<file path="src/rtl/mips_ctrl_alu_if.sv">
// Bundle between the MIPS sequencing/decode/ALU core and its datapath and memory master.
// The master side is the controller; the slave side is the datapath that feeds it.
interface mips_ctrl_alu_if;
    logic        waitrequest;
    logic        pc_zero;
    logic [31:0] instr;
    logic [1:0]  addr_lsb;
    logic [31:0] alu_a;
    logic [31:0] alu_b;

    logic        active;
    logic [2:0]  state;
    logic        read;
    logic        write;
    logic [3:0]  byteenable;
    logic        inwrite;
    logic        pcwrite;
    logic        regwrite;
    logic        pctoadd;
    logic        alusrc;
    logic        signed_imm;
    logic        regdst;
    logic        link;
    logic        memtoreg;
    logic        loadimmed;
    logic        hitoreg;
    logic        lotoreg;
    logic        regtojump;
    logic        branch;
    logic        jump;
    logic        bytewrite;
    logic        halfwrite;
    logic [2:0]  extend_op;
    logic        div_mult_en;
    logic        div_mult_signed;
    logic [1:0]  div_mult_op;
    logic [31:0] result;
    logic        zero;

    modport master (
        input  waitrequest, pc_zero, instr, addr_lsb, alu_a, alu_b,
        output active, state, read, write, byteenable, inwrite, pcwrite, regwrite,
               pctoadd, alusrc, signed_imm, regdst, link, memtoreg, loadimmed,
               hitoreg, lotoreg, regtojump, branch, jump, bytewrite, halfwrite,
               extend_op, div_mult_en, div_mult_signed, div_mult_op, result, zero
    );

    modport slave (
        output waitrequest, pc_zero, instr, addr_lsb, alu_a, alu_b,
        input  active, state, read, write, byteenable, inwrite, pcwrite, regwrite,
               pctoadd, alusrc, signed_imm, regdst, link, memtoreg, loadimmed,
               hitoreg, lotoreg, regtojump, branch, jump, bytewrite, halfwrite,
               extend_op, div_mult_en, div_mult_signed, div_mult_op, result, zero
    );
endinterface

</file>
<file path="src/rtl/mips_ctrl_alu.sv">
// Multicycle MIPS-I control core: phase FSM, main decoder, ALU-control decode and 32-bit ALU.
// Everything except the phase register and the running flag is combinational.
module mips_ctrl_alu (
    input  logic            clk,
    input  logic            reset,
    mips_ctrl_alu_if.master bus
);
    typedef enum logic [2:0] {
        S_HALT   = 3'd0,
        S_FETCH  = 3'd1,
        S_DECODE = 3'd2,
        S_EXEC1  = 3'd3,
        S_EXEC2  = 3'd4
    } state_t;

    localparam logic [3:0] ALU_ADD    = 4'b0000;
    localparam logic [3:0] ALU_RTYPE  = 4'b0010;
    localparam logic [3:0] ALU_BEQ    = 4'b0011;
    localparam logic [3:0] ALU_BNE    = 4'b0100;
    localparam logic [3:0] ALU_BLEZ   = 4'b0101;
    localparam logic [3:0] ALU_BGTZ   = 4'b0110;
    localparam logic [3:0] ALU_REGIMM = 4'b0111;
    localparam logic [3:0] ALU_AND    = 4'b1000;
    localparam logic [3:0] ALU_OR     = 4'b1001;
    localparam logic [3:0] ALU_XOR    = 4'b1010;
    localparam logic [3:0] ALU_SLT    = 4'b1011;
    localparam logic [3:0] ALU_SLTU   = 4'b1100;

    localparam logic [1:0] SZ_WORD = 2'd0;
    localparam logic [1:0] SZ_HALF = 2'd1;
    localparam logic [1:0] SZ_BYTE = 2'd2;

    state_t r_state;
    state_t w_state_next;
    logic   r_active;

    logic [5:0] w_op;
    logic [5:0] w_funct;
    logic [4:0] w_rt;
    logic [4:0] w_shamt;

    assign w_op    = bus.instr[31:26];
    assign w_rt    = bus.instr[20:16];
    assign w_shamt = bus.instr[10:6];
    assign w_funct = bus.instr[5:0];

    always_comb begin
        w_state_next = r_state;
        case (r_state)
            S_HALT:   w_state_next = S_FETCH;
            S_FETCH:  w_state_next = S_DECODE;
            S_DECODE: w_state_next = S_EXEC1;
            S_EXEC1:  w_state_next = S_EXEC2;
            S_EXEC2:  w_state_next = S_FETCH;
            default:  w_state_next = S_HALT;
        endcase
    end

    // A zero PC halts the core even mid-stall; it outranks normal advance.
    always_ff @(posedge clk or negedge reset) begin
        if (!reset) begin
            r_state  <= S_HALT;
            r_active <= 1'b0;
        end else if (r_state != S_HALT && bus.pc_zero) begin
            r_state  <= S_HALT;
            r_active <= 1'b0;
        end else if (!bus.waitrequest) begin
            r_state <= w_state_next;
            if (r_state == S_HALT)
                r_active <= 1'b1;
        end
    end

    logic [3:0] w_aluop;
    logic       w_alusrc, w_signed_imm, w_regdst, w_link, w_regwr, w_memtoreg;
    logic       w_loadimmed, w_hitoreg, w_lotoreg, w_regtojump, w_branch, w_jump;
    logic       w_load, w_store, w_dm_en, w_dm_signed;
    logic [2:0] w_extend;
    logic [1:0] w_size, w_dm_op;
    logic [3:0] w_store_be;

    always_comb begin
        w_aluop = ALU_ADD;
        w_alusrc = 1'b0; w_signed_imm = 1'b0; w_regdst = 1'b0; w_link = 1'b0;
        w_regwr = 1'b0; w_memtoreg = 1'b0; w_loadimmed = 1'b0; w_hitoreg = 1'b0;
        w_lotoreg = 1'b0; w_regtojump = 1'b0; w_branch = 1'b0; w_jump = 1'b0;
        w_load = 1'b0; w_store = 1'b0; w_dm_en = 1'b0; w_dm_signed = 1'b0;
        w_extend = 3'b000; w_size = SZ_WORD; w_dm_op = 2'b00;
        case (w_op)
            6'b000000: begin
                w_aluop  = ALU_RTYPE;
                w_regdst = 1'b1;
                case (w_funct)
                    6'b000000, 6'b000010, 6'b000011, 6'b000100, 6'b000110, 6'b000111,
                    6'b100000, 6'b100001, 6'b100010, 6'b100011, 6'b100100, 6'b100101,
                    6'b100110, 6'b100111, 6'b101010, 6'b101011: w_regwr = 1'b1;
                    6'b001000: begin w_jump = 1'b1; w_regtojump = 1'b1; end
                    6'b001001: begin
                        w_jump = 1'b1; w_regtojump = 1'b1; w_link = 1'b1; w_regwr = 1'b1;
                    end
                    6'b010000: begin w_hitoreg = 1'b1; w_regwr = 1'b1; end
                    6'b010010: begin w_lotoreg = 1'b1; w_regwr = 1'b1; end
                    6'b010001: begin w_dm_en = 1'b1; w_dm_op = 2'b10; end
                    6'b010011: begin w_dm_en = 1'b1; w_dm_op = 2'b11; end
                    6'b011000: begin w_dm_en = 1'b1; w_dm_signed = 1'b1; w_dm_op = 2'b00; end
                    6'b011001: begin w_dm_en = 1'b1; w_dm_op = 2'b00; end
                    6'b011010: begin w_dm_en = 1'b1; w_dm_signed = 1'b1; w_dm_op = 2'b01; end
                    6'b011011: begin w_dm_en = 1'b1; w_dm_op = 2'b01; end
                    default: begin w_aluop = ALU_ADD; w_regdst = 1'b0; end
                endcase
            end
            // Only the four defined rt encodings are branches; rt[4] marks the linking forms.
            6'b000001: if (w_rt == 5'b00000 || w_rt == 5'b00001 ||
                           w_rt == 5'b10000 || w_rt == 5'b10001) begin
                w_aluop = ALU_REGIMM; w_branch = 1'b1; w_signed_imm = 1'b1;
                w_link = w_rt[4]; w_regwr = w_rt[4];
            end
            6'b000010: w_jump = 1'b1;
            6'b000011: begin w_jump = 1'b1; w_link = 1'b1; w_regwr = 1'b1; end
            6'b000100: begin w_aluop = ALU_BEQ;  w_branch = 1'b1; w_signed_imm = 1'b1; end
            6'b000101: begin w_aluop = ALU_BNE;  w_branch = 1'b1; w_signed_imm = 1'b1; end
            6'b000110: begin w_aluop = ALU_BLEZ; w_branch = 1'b1; w_signed_imm = 1'b1; end
            6'b000111: begin w_aluop = ALU_BGTZ; w_branch = 1'b1; w_signed_imm = 1'b1; end
            6'b001001: begin w_aluop = ALU_ADD;  w_alusrc = 1'b1; w_signed_imm = 1'b1; w_regwr = 1'b1; end
            6'b001010: begin w_aluop = ALU_SLT;  w_alusrc = 1'b1; w_signed_imm = 1'b1; w_regwr = 1'b1; end
            6'b001011: begin w_aluop = ALU_SLTU; w_alusrc = 1'b1; w_signed_imm = 1'b1; w_regwr = 1'b1; end
            6'b001100: begin w_aluop = ALU_AND;  w_alusrc = 1'b1; w_regwr = 1'b1; end
            6'b001101: begin w_aluop = ALU_OR;   w_alusrc = 1'b1; w_regwr = 1'b1; end
            6'b001110: begin w_aluop = ALU_XOR;  w_alusrc = 1'b1; w_regwr = 1'b1; end
            6'b001111: begin w_loadimmed = 1'b1; w_alusrc = 1'b1; w_regwr = 1'b1; end
            6'b100000, 6'b100001, 6'b100011, 6'b100100, 6'b100101: begin
                w_alusrc = 1'b1; w_signed_imm = 1'b1; w_regwr = 1'b1; w_load = 1'b1;
                case (w_op)
                    6'b100000: w_extend = 3'b111;
                    6'b100001: w_extend = 3'b101;
                    6'b100100: w_extend = 3'b110;
                    6'b100101: w_extend = 3'b100;
                    default:   w_memtoreg = 1'b1;
                endcase
            end
            6'b101000: begin w_alusrc = 1'b1; w_signed_imm = 1'b1; w_store = 1'b1; w_size = SZ_BYTE; end
            6'b101001: begin w_alusrc = 1'b1; w_signed_imm = 1'b1; w_store = 1'b1; w_size = SZ_HALF; end
            6'b101011: begin w_alusrc = 1'b1; w_signed_imm = 1'b1; w_store = 1'b1; w_size = SZ_WORD; end
            default: ;
        endcase
    end

    assign w_store_be = (w_size == SZ_WORD) ? 4'b1111 :
                        (w_size == SZ_HALF) ? (bus.addr_lsb[1] ? 4'b1100 : 4'b0011) :
                                              (4'b0001 << bus.addr_lsb);

    always_comb begin
        bus.active = r_active;
        bus.state  = r_state;
        bus.read = 1'b0; bus.write = 1'b0; bus.byteenable = 4'b0000;
        bus.inwrite = 1'b0; bus.pcwrite = 1'b0; bus.regwrite = 1'b0; bus.pctoadd = 1'b0;
        bus.alusrc = 1'b0; bus.signed_imm = 1'b0; bus.regdst = 1'b0; bus.link = 1'b0;
        bus.memtoreg = 1'b0; bus.loadimmed = 1'b0; bus.hitoreg = 1'b0; bus.lotoreg = 1'b0;
        bus.regtojump = 1'b0; bus.branch = 1'b0; bus.jump = 1'b0;
        bus.bytewrite = 1'b0; bus.halfwrite = 1'b0; bus.extend_op = 3'b000;
        bus.div_mult_en = 1'b0; bus.div_mult_signed = 1'b0; bus.div_mult_op = 2'b00;
        if (r_state == S_EXEC1 || r_state == S_EXEC2) begin
            bus.alusrc = w_alusrc; bus.signed_imm = w_signed_imm; bus.regdst = w_regdst;
            bus.link = w_link; bus.memtoreg = w_memtoreg; bus.loadimmed = w_loadimmed;
            bus.hitoreg = w_hitoreg; bus.lotoreg = w_lotoreg; bus.extend_op = w_extend;
            bus.bytewrite = w_store && (w_size == SZ_BYTE);
            bus.halfwrite = w_store && (w_size != SZ_WORD);
        end
        case (r_state)
            S_FETCH: begin
                bus.read = 1'b1; bus.pctoadd = 1'b1; bus.byteenable = 4'b1111;
                bus.inwrite = !bus.waitrequest;
            end
            S_EXEC1: begin
                bus.branch = w_branch; bus.jump = w_jump; bus.regtojump = w_regtojump;
                bus.div_mult_en = w_dm_en; bus.div_mult_signed = w_dm_signed;
                bus.div_mult_op = w_dm_op;
            end
            S_EXEC2: begin
                bus.read  = w_load;
                bus.write = w_store;
                if (w_load)       bus.byteenable = 4'b1111;
                else if (w_store) bus.byteenable = w_store_be;
                bus.regwrite = w_regwr && !bus.waitrequest;
                bus.pcwrite  = !bus.waitrequest;
            end
            default: ;
        endcase
    end

    logic [31:0] w_result;
    logic        w_is_br;
    logic        w_cond;

    always_comb begin
        w_result = 32'd0;
        w_is_br  = 1'b0;
        w_cond   = 1'b0;
        case (w_aluop)
            ALU_ADD:  w_result = bus.alu_a + bus.alu_b;
            ALU_RTYPE: begin
                case (w_funct)
                    6'b000000: w_result = bus.alu_b << w_shamt;
                    6'b000010: w_result = bus.alu_b >> w_shamt;
                    6'b000011: w_result = $unsigned($signed(bus.alu_b) >>> w_shamt);
                    6'b000100: w_result = bus.alu_b << bus.alu_a[4:0];
                    6'b000110: w_result = bus.alu_b >> bus.alu_a[4:0];
                    6'b000111: w_result = $unsigned($signed(bus.alu_b) >>> bus.alu_a[4:0]);
                    6'b001000, 6'b001001: w_result = bus.alu_a;
                    6'b100010, 6'b100011: w_result = bus.alu_a - bus.alu_b;
                    6'b100100: w_result = bus.alu_a & bus.alu_b;
                    6'b100101: w_result = bus.alu_a | bus.alu_b;
                    6'b100110: w_result = bus.alu_a ^ bus.alu_b;
                    6'b100111: w_result = ~(bus.alu_a | bus.alu_b);
                    6'b101010: w_result = {31'd0, $signed(bus.alu_a) < $signed(bus.alu_b)};
                    6'b101011: w_result = {31'd0, bus.alu_a < bus.alu_b};
                    default:   w_result = bus.alu_a + bus.alu_b;
                endcase
            end
            ALU_BEQ, ALU_BNE, ALU_BLEZ, ALU_BGTZ, ALU_REGIMM: begin
                w_is_br  = 1'b1;
                w_result = bus.alu_a - bus.alu_b;
                case (w_aluop)
                    ALU_BEQ:  w_cond = (bus.alu_a == bus.alu_b);
                    ALU_BNE:  w_cond = (bus.alu_a != bus.alu_b);
                    ALU_BLEZ: w_cond = bus.alu_a[31] || (bus.alu_a == 32'd0);
                    ALU_BGTZ: w_cond = !bus.alu_a[31] && (bus.alu_a != 32'd0);
                    default:  w_cond = w_rt[0] ? !bus.alu_a[31] : bus.alu_a[31];
                endcase
            end
            ALU_AND:  w_result = bus.alu_a & bus.alu_b;
            ALU_OR:   w_result = bus.alu_a | bus.alu_b;
            ALU_XOR:  w_result = bus.alu_a ^ bus.alu_b;
            ALU_SLT:  w_result = {31'd0, $signed(bus.alu_a) < $signed(bus.alu_b)};
            ALU_SLTU: w_result = {31'd0, bus.alu_a < bus.alu_b};
            default:  w_result = bus.alu_a + bus.alu_b;
        endcase
    end

    assign bus.result = w_result;
    assign bus.zero   = w_is_br ? w_cond : (w_result == 32'd0);
endmodule

</file>
<file path="src/flat_wrapper.sv">
// flat-port wrapper written by rule: the top's interface ports become plain ports
module mips_ctrl_alu_flat 
  (clk, reset, bus_waitrequest, bus_pc_zero, bus_instr, bus_addr_lsb, bus_alu_a, bus_alu_b, bus_active, bus_state, bus_read, bus_write, bus_byteenable, bus_inwrite, bus_pcwrite, bus_regwrite, bus_pctoadd, bus_alusrc, bus_signed_imm, bus_regdst, bus_link, bus_memtoreg, bus_loadimmed, bus_hitoreg, bus_lotoreg, bus_regtojump, bus_branch, bus_jump, bus_bytewrite, bus_halfwrite, bus_extend_op, bus_div_mult_en, bus_div_mult_signed, bus_div_mult_op, bus_result, bus_zero);
  mips_ctrl_alu_if bus_i ();
  input  logic clk;
  input  logic reset;
  input wire logic [$bits(bus_i.waitrequest)-1:0] bus_waitrequest;
  input wire logic [$bits(bus_i.pc_zero)-1:0] bus_pc_zero;
  input wire logic [$bits(bus_i.instr)-1:0] bus_instr;
  input wire logic [$bits(bus_i.addr_lsb)-1:0] bus_addr_lsb;
  input wire logic [$bits(bus_i.alu_a)-1:0] bus_alu_a;
  input wire logic [$bits(bus_i.alu_b)-1:0] bus_alu_b;
  output wire logic [$bits(bus_i.active)-1:0] bus_active;
  output wire logic [$bits(bus_i.state)-1:0] bus_state;
  output wire logic [$bits(bus_i.read)-1:0] bus_read;
  output wire logic [$bits(bus_i.write)-1:0] bus_write;
  output wire logic [$bits(bus_i.byteenable)-1:0] bus_byteenable;
  output wire logic [$bits(bus_i.inwrite)-1:0] bus_inwrite;
  output wire logic [$bits(bus_i.pcwrite)-1:0] bus_pcwrite;
  output wire logic [$bits(bus_i.regwrite)-1:0] bus_regwrite;
  output wire logic [$bits(bus_i.pctoadd)-1:0] bus_pctoadd;
  output wire logic [$bits(bus_i.alusrc)-1:0] bus_alusrc;
  output wire logic [$bits(bus_i.signed_imm)-1:0] bus_signed_imm;
  output wire logic [$bits(bus_i.regdst)-1:0] bus_regdst;
  output wire logic [$bits(bus_i.link)-1:0] bus_link;
  output wire logic [$bits(bus_i.memtoreg)-1:0] bus_memtoreg;
  output wire logic [$bits(bus_i.loadimmed)-1:0] bus_loadimmed;
  output wire logic [$bits(bus_i.hitoreg)-1:0] bus_hitoreg;
  output wire logic [$bits(bus_i.lotoreg)-1:0] bus_lotoreg;
  output wire logic [$bits(bus_i.regtojump)-1:0] bus_regtojump;
  output wire logic [$bits(bus_i.branch)-1:0] bus_branch;
  output wire logic [$bits(bus_i.jump)-1:0] bus_jump;
  output wire logic [$bits(bus_i.bytewrite)-1:0] bus_bytewrite;
  output wire logic [$bits(bus_i.halfwrite)-1:0] bus_halfwrite;
  output wire logic [$bits(bus_i.extend_op)-1:0] bus_extend_op;
  output wire logic [$bits(bus_i.div_mult_en)-1:0] bus_div_mult_en;
  output wire logic [$bits(bus_i.div_mult_signed)-1:0] bus_div_mult_signed;
  output wire logic [$bits(bus_i.div_mult_op)-1:0] bus_div_mult_op;
  output wire logic [$bits(bus_i.result)-1:0] bus_result;
  output wire logic [$bits(bus_i.zero)-1:0] bus_zero;
  assign bus_i.waitrequest = bus_waitrequest;
  assign bus_i.pc_zero = bus_pc_zero;
  assign bus_i.instr = bus_instr;
  assign bus_i.addr_lsb = bus_addr_lsb;
  assign bus_i.alu_a = bus_alu_a;
  assign bus_i.alu_b = bus_alu_b;
  assign bus_active = bus_i.active;
  assign bus_state = bus_i.state;
  assign bus_read = bus_i.read;
  assign bus_write = bus_i.write;
  assign bus_byteenable = bus_i.byteenable;
  assign bus_inwrite = bus_i.inwrite;
  assign bus_pcwrite = bus_i.pcwrite;
  assign bus_regwrite = bus_i.regwrite;
  assign bus_pctoadd = bus_i.pctoadd;
  assign bus_alusrc = bus_i.alusrc;
  assign bus_signed_imm = bus_i.signed_imm;
  assign bus_regdst = bus_i.regdst;
  assign bus_link = bus_i.link;
  assign bus_memtoreg = bus_i.memtoreg;
  assign bus_loadimmed = bus_i.loadimmed;
  assign bus_hitoreg = bus_i.hitoreg;
  assign bus_lotoreg = bus_i.lotoreg;
  assign bus_regtojump = bus_i.regtojump;
  assign bus_branch = bus_i.branch;
  assign bus_jump = bus_i.jump;
  assign bus_bytewrite = bus_i.bytewrite;
  assign bus_halfwrite = bus_i.halfwrite;
  assign bus_extend_op = bus_i.extend_op;
  assign bus_div_mult_en = bus_i.div_mult_en;
  assign bus_div_mult_signed = bus_i.div_mult_signed;
  assign bus_div_mult_op = bus_i.div_mult_op;
  assign bus_result = bus_i.result;
  assign bus_zero = bus_i.zero;
  mips_ctrl_alu u_core (.clk(clk), .reset(reset), .bus(bus_i));
endmodule
</file>
<file path="config.mk">
export PLATFORM = sky130hd
export DESIGN_NAME = mips_ctrl_alu_flat
export DESIGN_NICKNAME = d
export VERILOG_FILES = /design/src/rtl/mips_ctrl_alu_if.sv /design/src/rtl/mips_ctrl_alu.sv /design/src/flat_wrapper.sv
export SDC_FILE = /design/constraint.sdc
export NUM_CORES = 1
export LEC_CHECK = 0
export CAP_MARGIN = 20
export CORE_ASPECT_RATIO = 2
export CORE_UTILIZATION = 37
export DETAILED_ROUTE_END_ITERATION = 12
export SYNTH_ARGS = -nofsm -noshare
export SYNTH_HDL_FRONTEND = slang
export SYNTH_SLANG_ARGS = --single-unit
export TNS_END_PERCENT = 20
</file>
<file path="constraint.sdc">
create_clock -name clk -period 6.5 [get_ports clk]
set_input_delay 0.65 -clock clk [delete_from_list [all_inputs] [get_ports clk]]
set_output_delay 0.65 -clock clk [all_outputs]
set_load 0.005 [all_outputs]
</file>
==> flow_summary.yaml, run 1 <==
clock_tree:
  cts-htree-levels: 1
  cts-root-buf: "clkbuf_16"
  cts_buffer_depth: 2
  clkSinkCount: 4
  ctsHoldBuffers: 0
  cts_buffers: 3
placed_design:
  dp.cells: 3391
  post_dp_cell_area_um2: 20900
  hpwlAfterDp_um: 97900
  gp_congestion: 1.31
  port_buffers: 158
logic_synthesis:
  syn_inst: 2285
  ys_types: 102
  synth_area_um2: 14600
  synth_seq_area_share_pct: 0.688
  ys.flop_type: "dfrtp_1"
  synth_seq_cells: 4
  yosys_warnings: 0
  synth.avg_cell_area_um2: 6.37
  postSynth.asyncResetShare_pct: 100
  synth_edf_count: 0
  syn_nets: 2485
global_route:
  grt_pass1_vias: 26100
  grt.total_usage_pct: 68.3
  grt_pass1_wl_um: 199000
  grt.overflow.total: 213
  grt_max_degree: 34
die:
  ios: 169
  initial_utilization_pct: 37.5
  die-height_um: 283
  rows: 102
  fp.dieW_um: 142
status:
  stop_error: "[ERROR GRT-0116] Global routing finished with congestion. Check the congestion regions in the DRC Viewer."
  failed_stage: "5_1_grt"
  status: "aborted with a tool error"
-- layer usage --
layer,GRT overflow,global-route usage (%)
met5,0,5.89
met4,95,73.9
met3,0,44.3
met2,118,91.0
met1,0,67.3
-- timing repair --
action,4_1_cts
endpoints found under the setup margin,1
pin swaps,1
cloned,0
endpoints found under the hold margin,0
buffers inserted,1
resized for setup,16
-- cell usage after synthesis (12+ instances only) --
library cell | n | area share (%)
nor3_1 | 103 | 3.5
o22ai_1 | 33 | 1.4
and2_1 | 15 | 0.64
nor2b_1 | 13 | 0.56
a21o_1 | 34 | 1.8
mux4_2 | 14 | 2.2
a221o_1 | 13 | 0.89
o31ai_1 | 18 | 0.93
a211oi_1 | 72 | 3.7
a21oi_1 | 300 | 10
o21a_1 | 12 | 0.62
clkbuf_1 | 126 | 3.2
inv_1 | 108 | 2.8
o22a_1 | 12 | 0.72
o211ai_1 | 47 | 2.4
nor2_1 | 200 | 5.2
o221ai_1 | 21 | 1.3
a31oi_1 | 24 | 1.0
a222oi_1 | 12 | 0.83
and3_1 | 25 | 1.1
a22oi_1 | 24 | 1.2
o21bai_1 | 21 | 1.1
o21ai_0 | 108 | 3.7
nand2b_1 | 17 | 0.73
mux2i_1 | 58 | 4.0
buf_1 | 13 | 0.34
xnor2_1 | 36 | 2.2
a2111oi_0 | 20 | 1.2
a221oi_1 | 30 | 1.8
nand4_1 | 27 | 1.2
o2111ai_1 | 20 | 1.2
buf_2 | 35 | 1.2
mux2_2 | 13 | 1.0
o311ai_0 | 19 | 1.1
nor4_1 | 49 | 2.1
nand3_1 | 53 | 1.8
nand2_1 | 201 | 5.2
ha_1 | 96 | 8.3
o32ai_1 | 26 | 1.6
-- stage by stage --
step                util (%)  setup WS (ns)  hold WS [ns]
floorplan                  -           1.25         0.354
global placement        54.0         -0.372         0.534
detailed placement      54.0         -0.210         0.552
CTS                     54.4      0.0000142         0.570
-- cells by family after synthesis --
group,after synthesis,synth area share (%)
AOI/OAI and AO/OA,984,46.6
and+or+nand+nor,774,26.0
buffers and inverters,297,8.45
adders and majority gates,98,8.53
muxes,86,7.24
xor gates and xnor gates,42,2.53
DFF,4,0.688
==> run 2, diff against run 1 <==
--- a/config.mk
+++ b/config.mk
@@ -6,9 +6,9 @@
 export NUM_CORES = 1
 export LEC_CHECK = 0
 export CAP_MARGIN = 20
-export CORE_ASPECT_RATIO = 2
-export CORE_UTILIZATION = 37
+export CORE_UTILIZATION = 22
 export DETAILED_ROUTE_END_ITERATION = 12
+export PLACE_DENSITY_LB_ADDON = 0.15
 export SYNTH_ARGS = -nofsm -noshare
 export SYNTH_HDL_FRONTEND = slang
 export SYNTH_SLANG_ARGS = --single-unit
==> flow_summary.yaml, run 2 <==
setup_path:
  crit_path_start_kind: "primary input"
  crit_path_max_incr_delay_ns: 0.67
  cp_slowest_cell: "or4b_4"
  worst_ep_required_time_ns: 5.85
  critPathMaxFanout: 10
  worst-setup-path-type: "primary input to output pin"
  cp_cell_sequence: "clkdlybuf4s50_1 -> or4b_4 -> buf_4 -> nor3_4 -> buf_12 -> nor2_2 -> buf_4 -> buf_4 -> mux4_2 -> and2_2 -> o21ai_0 -> buf_4 -> nand4_1 -> o211a_1 -> nor4_2 -> nor4b_4 -> buf_4 -> nand4_1 -> nor4b_2 -> a31o_1 -> clkdlybuf4s50_1"
  cpMostUsedCell: "buf_4"
  end_kind: "output pin"
  worstPathArrival_ns: 5.92
timing:
  setup_viol: 1
  max_freq_ghz: 0.152
  clock_skew_ns: 0.00209
  worst_slew_pin_slew_ns: 1.03
  grt_setup_unrepaired: "yes"
  holdWs_ns: 0.570
  fin_ws_ns: -0.0729
  final_hold_viol_count: 0
  finalCritPeriodShare_pct: 101
  relSlewSlack_pct: 31.1
  finalCriticalPeriod_ns: 6.57
  setup_tns_ns: -0.0729
  slew_violations: 0
logic_synthesis:
  yosysMostFrequentCell: "a21oi_1"
  synth_area_um2: 14600
  syn_nets: 2485
  synth_seq_cells: 4
  yosys_warnings: 0
  yosys.area.top_type_share_pct: 10.3
  synth_edf_count: 0
  ys.flop_type: "dfrtp_1"
  synth_seq_area_share_pct: 0.688
  synth_common_cells: "a21oi_1 (300), nand2_1 (201), nor2_1 (200)"
  yosys-top-cells-area: "a21oi_1 (10%), ha_1 (8.3%), nand2_1 (5.2%)"
  synth.avg_cell_area_um2: 6.37
  synth_top_cell_by_area: "a21oi_1"
  syn_inst: 2285
  postSynth.asyncResetShare_pct: 100
  ys_types: 102
finish:
  fillers: 7098
  nets: 3219
  area_growth_pct: 58.1
  multi_input_area_um2: 13700
  mostFrequentLayoutCells: "buf_4 (723), a21oi_1 (291), nand2_1 (200), nor2_1 (195), clkdlybuf4s50_1 (157)"
  final_common_cell: "buf_4"
  drive_above_1_share_pct: 30.5
  register_area_um2: 100
  final_cells: 3873
  largest_reg_flops: 3
die:
  die-height_um: 259
  ios: 169
  fp.dieW_um: 259
  die-area_um2: 67200
  initial_utilization_pct: 22.4
  core_um2: 64900
  rows: 93
clock_tree:
  cts_tree: "built"
  clkSinkCount: 4
  cts_buffers: 3
  cts-htree-levels: 1
  cts-root-buf: "clkbuf_16"
  cts.clk_slew.worst_paths_ns: 0.03
  ctsHoldBuffers: 0
  clk_latency_ns: 0.22
  cts_buffer_depth: 2
pwr:
  power_density_nw_per_um2: 104
  p_int_w: 0.00105
  power.share.switching_pct: 55.9
  p_switching_w: 0.00134
  power_frac_comb_pct: 94.6
  clkPwrFrac_pct: 4.0
  vdd_drop_max_mv: 0.0816
  p_leak_nw: 9.55
  seqPwrFrac_pct: 1.4
route:
  drt-wirelength-per-cell_um: 34.0
  drt_first_pass_iters: 9
  drc: 0
  drtIter0Drc: 3378
  via_count: 24000
  vias_per_cell: 6.21
  totalWireLength_um: 132000
  drt.antenna.violating_nets: 0
placed_design:
  hpwlAfterDp_um: 112000
  port_buffers: 158
  gp_congestion: 1.13
  dp.cells: 3859
global_route:
  grt.overflow.total: 0
  grt_max_degree: 32
  antenna_found_initial: 6
  grt.total_usage_pct: 37.7
  grt_pass1_vias: 22300
  grt_pass1_wl_um: 179000
status:
  violations: "setup timing"
  status: "complete, but fails checks"
worst_hold_path:
  holdCritPathClass: "register to register"
run:
  maxCapViolations: 0
==> run 2: cell counts after synthesis <==
Identical to the previous run, type by type.
==> run 2: repair_timing <==
item / CTS / global route
pin swaps: 11 / 5
setup buffers: 9 / 1
resized for setup: 74 / 32
hold endpoints to repair: 0 / 0
endpoints found under the setup margin: 1 / 2
==> run 2: final timing paths <==
kind                                            startpoint  depth (start not counted)                               to  slack [ns]
max in group asynchronous                            reset                          1  u_core.bus.state[1]$_DFFE_PN0P_        5.69
hold reg to reg              u_core.bus.active$_DFFE_PN0P_                          2    u_core.bus.active$_DFFE_PN0P_        0.57
setup / recovery                              bus_instr[4]                         21                         bus_zero       -0.07
hold / removal               u_core.bus.active$_DFFE_PN0P_                          2    u_core.bus.active$_DFFE_PN0P_        0.57
min in group asynchronous                            reset                          1    u_core.bus.active$_DFFE_PN0P_        0.63
setup reg to reg           u_core.bus.state[2]$_DFFE_PN0P_                          5  u_core.bus.state[2]$_DFFE_PN0P_        5.05
==> run 2: cell type report <==
cell class	instances	share of cell area [%]
clock buffer	3	0.326
timing repair buffer	913	33.1
multi-input combinational	1984	59.7
inverter	113	1.84
sequential	4	0.435
antenna	1	0.0109
tap	855	4.65
==> run 2: critical path: cells and delay by family <==
kind / cells / cell delay [ns]
buffers and inverters: 8 / 1.95
AO/OA/AOI/OAI: 3 / 0.64
AND/OR/NAND/NOR: 9 / 2.32
multiplexers: 1 / 0.32
==> run 2: logic make-up after synthesis <==
| family | Yosys count | synth area share (%) |
|---|---|---|
| flops | 4 | 0.688 |
| compound gates | 984 | 46.6 |
| fa+ha+maj | 98 | 8.53 |
| simple gates | 774 | 26.0 |
| buf+inv | 297 | 8.45 |
| mux | 86 | 7.24 |
| xor+xnor | 42 | 2.53 |
==> run 2: layer usage <==
metal	up-vias	GRT usage, %	part of all wire, %
met5	-	0	0.019
met3	290	7.04	8.9
met2	1505	56.2	42
met4	4	19.0	6.2
met1	11900	51.3	43
li1	10400	-	-
==> run 2: stage by stage <==
stage / utilization, % / setup WS (ns) / cell area (um^2) / power [W]
6_report: 35.5 / -0.0729 / 23000 / 0.00239
5_1_grt: 35.4 / -0.190 / 23000 / 0.00246
4_1_cts: 35.3 / 0.00253 / 22900 / 0.00230
3_5_place_dp: 34.5 / -0.819 / 22400 / 0.00215
3_3_place_gp: 34.5 / -0.855 / 22400 / 0.00217
2_1_floorplan: - / 1.25 / 14600 / 0.000887
==> run 2: power by group through the flow <==
stage          Combinational [W]  Sequential (W)   Clock, W
3_3_place_gp             0.00213       0.0000338          0
5_1_grt                  0.00233       0.0000345  0.0000988
3_5_place_dp             0.00212       0.0000342          0
2_1_floorplan           0.000855       0.0000315          0
6_report                 0.00226       0.0000342  0.0000954
4_1_cts                  0.00217       0.0000340  0.0000967
Note: power is estimated with default switching activity, not from simulation.
==> run 3, diff against run 2 <==
==> constraint.sdc (replaced) <==
create_clock -name clk -period 6.5 [get_ports clk]
set_input_delay 0.65 -clock clk [delete_from_list [all_inputs] [get_ports clk]]
set_output_delay 0.65 -clock clk [all_outputs]
set_load 0.02 [all_outputs]
==> flow_summary.yaml, run 3 (synthesis results as in run 2) <==
clock_tree:
  ctsHoldBuffers: 0
  cts-htree-levels: 1
  clk_latency_ns: 0.22
  cts-root-buf: "clkbuf_16"
  cts_buffers: 3
  cts_tree: "built"
  clkSinkCount: 4
  cts_buffer_depth: 2
  cts.clk_slew.worst_paths_ns: 0.03
finish:
  fin_util_pct: 35.6
  largest_reg_flops: 3
  nets: 3291
  final_cell_area_um2: 23100
  drive_above_1_share_pct: 30.8
  final_common_cell: "buf_4"
  area_growth_pct: 59.0
  fillers: 7142
  mostFrequentLayoutCells: "buf_4 (807), a21oi_1 (294), nand2_1 (201), nor2_1 (195), clkdlybuf4s50_1 (155)"
timing:
  relSlewSlack_pct: 18.9
  setup_viol: 0
  finalCriticalPeriod_ns: 6.38
  max_freq_ghz: 0.157
  final_hold_viol_count: 0
  finalCritPeriodShare_pct: 98.2
  worst_slew_pin_slew_ns: 1.21
  setup_tns_ns: 0
  holdWs_ns: 0.554
  slew_violations: 0
  grt_setup_unrepaired: "no"
  fin_ws_ns: 0.116
  clock_skew_ns: 0.00164
placed_design:
  port_buffers: 158
  dp_slack_ns: -0.717
  gp_congestion: 1.09
  post_dp_cell_area_um2: 22900
  hpwlAfterDp_um: 117000
global_route:
  antenna_found_initial: 5
  busiest_layer: "met2"
  grt_pass1_wl_um: 185000
  grt.total_usage_pct: 39.2
  gr-usage-met3_pct: 6.82
  use_met1_pct: 52.5
  grt_pass1_vias: 22800
  grt.overflow.total: 0
  grtUsageMet2_pct: 59.5
  grt_max_degree: 32
status:
  status: "finished clean"
route:
  drc: 0
  drt-wirelength-per-cell_um: 34.6
  via_count: 24200
  totalWireLength_um: 136000
  drt_first_pass_iters: 7
  drt.antenna.violating_nets: 0
  drtIter0Drc: 2929
  vias_per_cell: 6.13
setup_path:
  cp_slowest_cell: "or4b_4"
  crit_path_max_incr_delay_ns: 0.67
  worstPathArrival_ns: 5.73
  end_kind: "output pin"
  cp-startpoint: "bus_instr[5]"
  worst_ep_required_time_ns: 5.85
  cpMostUsedCell: "buf_4"
  critPathMaxFanout: 15
  cp_cell_sequence: "clkdlybuf4s50_1 -> or4b_4 -> buf_4 -> nor2_4 -> buf_4 -> o311ai_0 -> o221ai_1 -> a21oi_1 -> o311ai_2 -> buf_4 -> o2111ai_1 -> a21o_1 -> nor4_1 -> nor4b_4 -> buf_4 -> nand4_1 -> nor4b_2 -> a31o_1 -> clkbuf_2"
  rr_startpoint: "u_core.bus.state[2]$_DFFE_PN0P_"
  worst-setup-path-type: "primary input to output pin"
  crit_path_start_kind: "primary input"
die:
  die-height_um: 259
  fp.dieW_um: 259
  die-area_um2: 67200
  core_um2: 64900
  initial_utilization_pct: 22.4
  rows: 93
  ios: 169
worst_hold_path:
  min_from: "u_core.bus.active$_DFFE_PN0P_"
  holdCritPathClass: "register to register"
pwr:
  p_leak_nw: 9.79
  power_density_nw_per_um2: 107
  vdd_drop_max_mv: 0.0804
run:
  maxCapViolations: 0
## run 3: path summary, 6_finish.rpt
kind	end	slack (ns)	cells after the start
max	bus_zero	0.12	19
min	u_core.bus.active$_DFFE_PN0P_	0.55	2
max reg2reg	u_core.bus.state[2]$_DFFE_PN0P_	5.06	5
min reg2reg	u_core.bus.active$_DFFE_PN0P_	0.55	2
max in group asynchronous	u_core.bus.state[1]$_DFFE_PN0P_	5.67	1
min in group asynchronous	u_core.bus.state[0]$_DFFE_PN0P_	0.65	1
## run 3: stage by stage
step,total power [W],instances
3_5_place_dp,0.00229,3937
6_report,0.00249,3947
2_1_floorplan,0.000952,2285
4_1_cts,0.00241,3941
3_3_place_gp,0.00230,3937
5_1_grt,0.00256,3944
## run 3: final cells by class
class / instances / area (um^2) / area share [%]
antenna: 3 / 7.51 / 0.0324
clock buffer: 3 / 75.1 / 0.324
inverter: 113 / 424 / 1.83
multi-input combinational: 1984 / 13400 / 58.1
sequential: 4 / 100 / 0.433
tap: 855 / 1070 / 4.62
timing repair buffer: 985 / 8020 / 34.6
## run 3: power by group
part	internal, W	switching, W	total (W)
clock	0.0000784	0.0000157	0.0000941
sequential	0.0000286	0.00000538	0.0000340
combinational	0.000971	0.00139	0.00236
total	0.00108	0.00141	0.00249
## run 3: timing repair
action                                  4_1_cts  5_1_grt
cloned                                        0        0
endpoints found under the setup margin        2        1
resized for setup                            25       20
pin swaps                                     3        3
buffers inserted                              1        2
## run 3: critical path, delay by kind of cell
kind            cells  cell delay [ns]
buf+inv             6             1.46
compound gates      7             1.69
simple gates        6             1.90
## run 3: per-layer routing
layer | routed length, um | part of all wire, %
met4 | 8660 | 6.3
met1 | 58300 | 43
met3 | 11900 | 8.7
met2 | 57600 | 42
met5 | 42 | 0.031
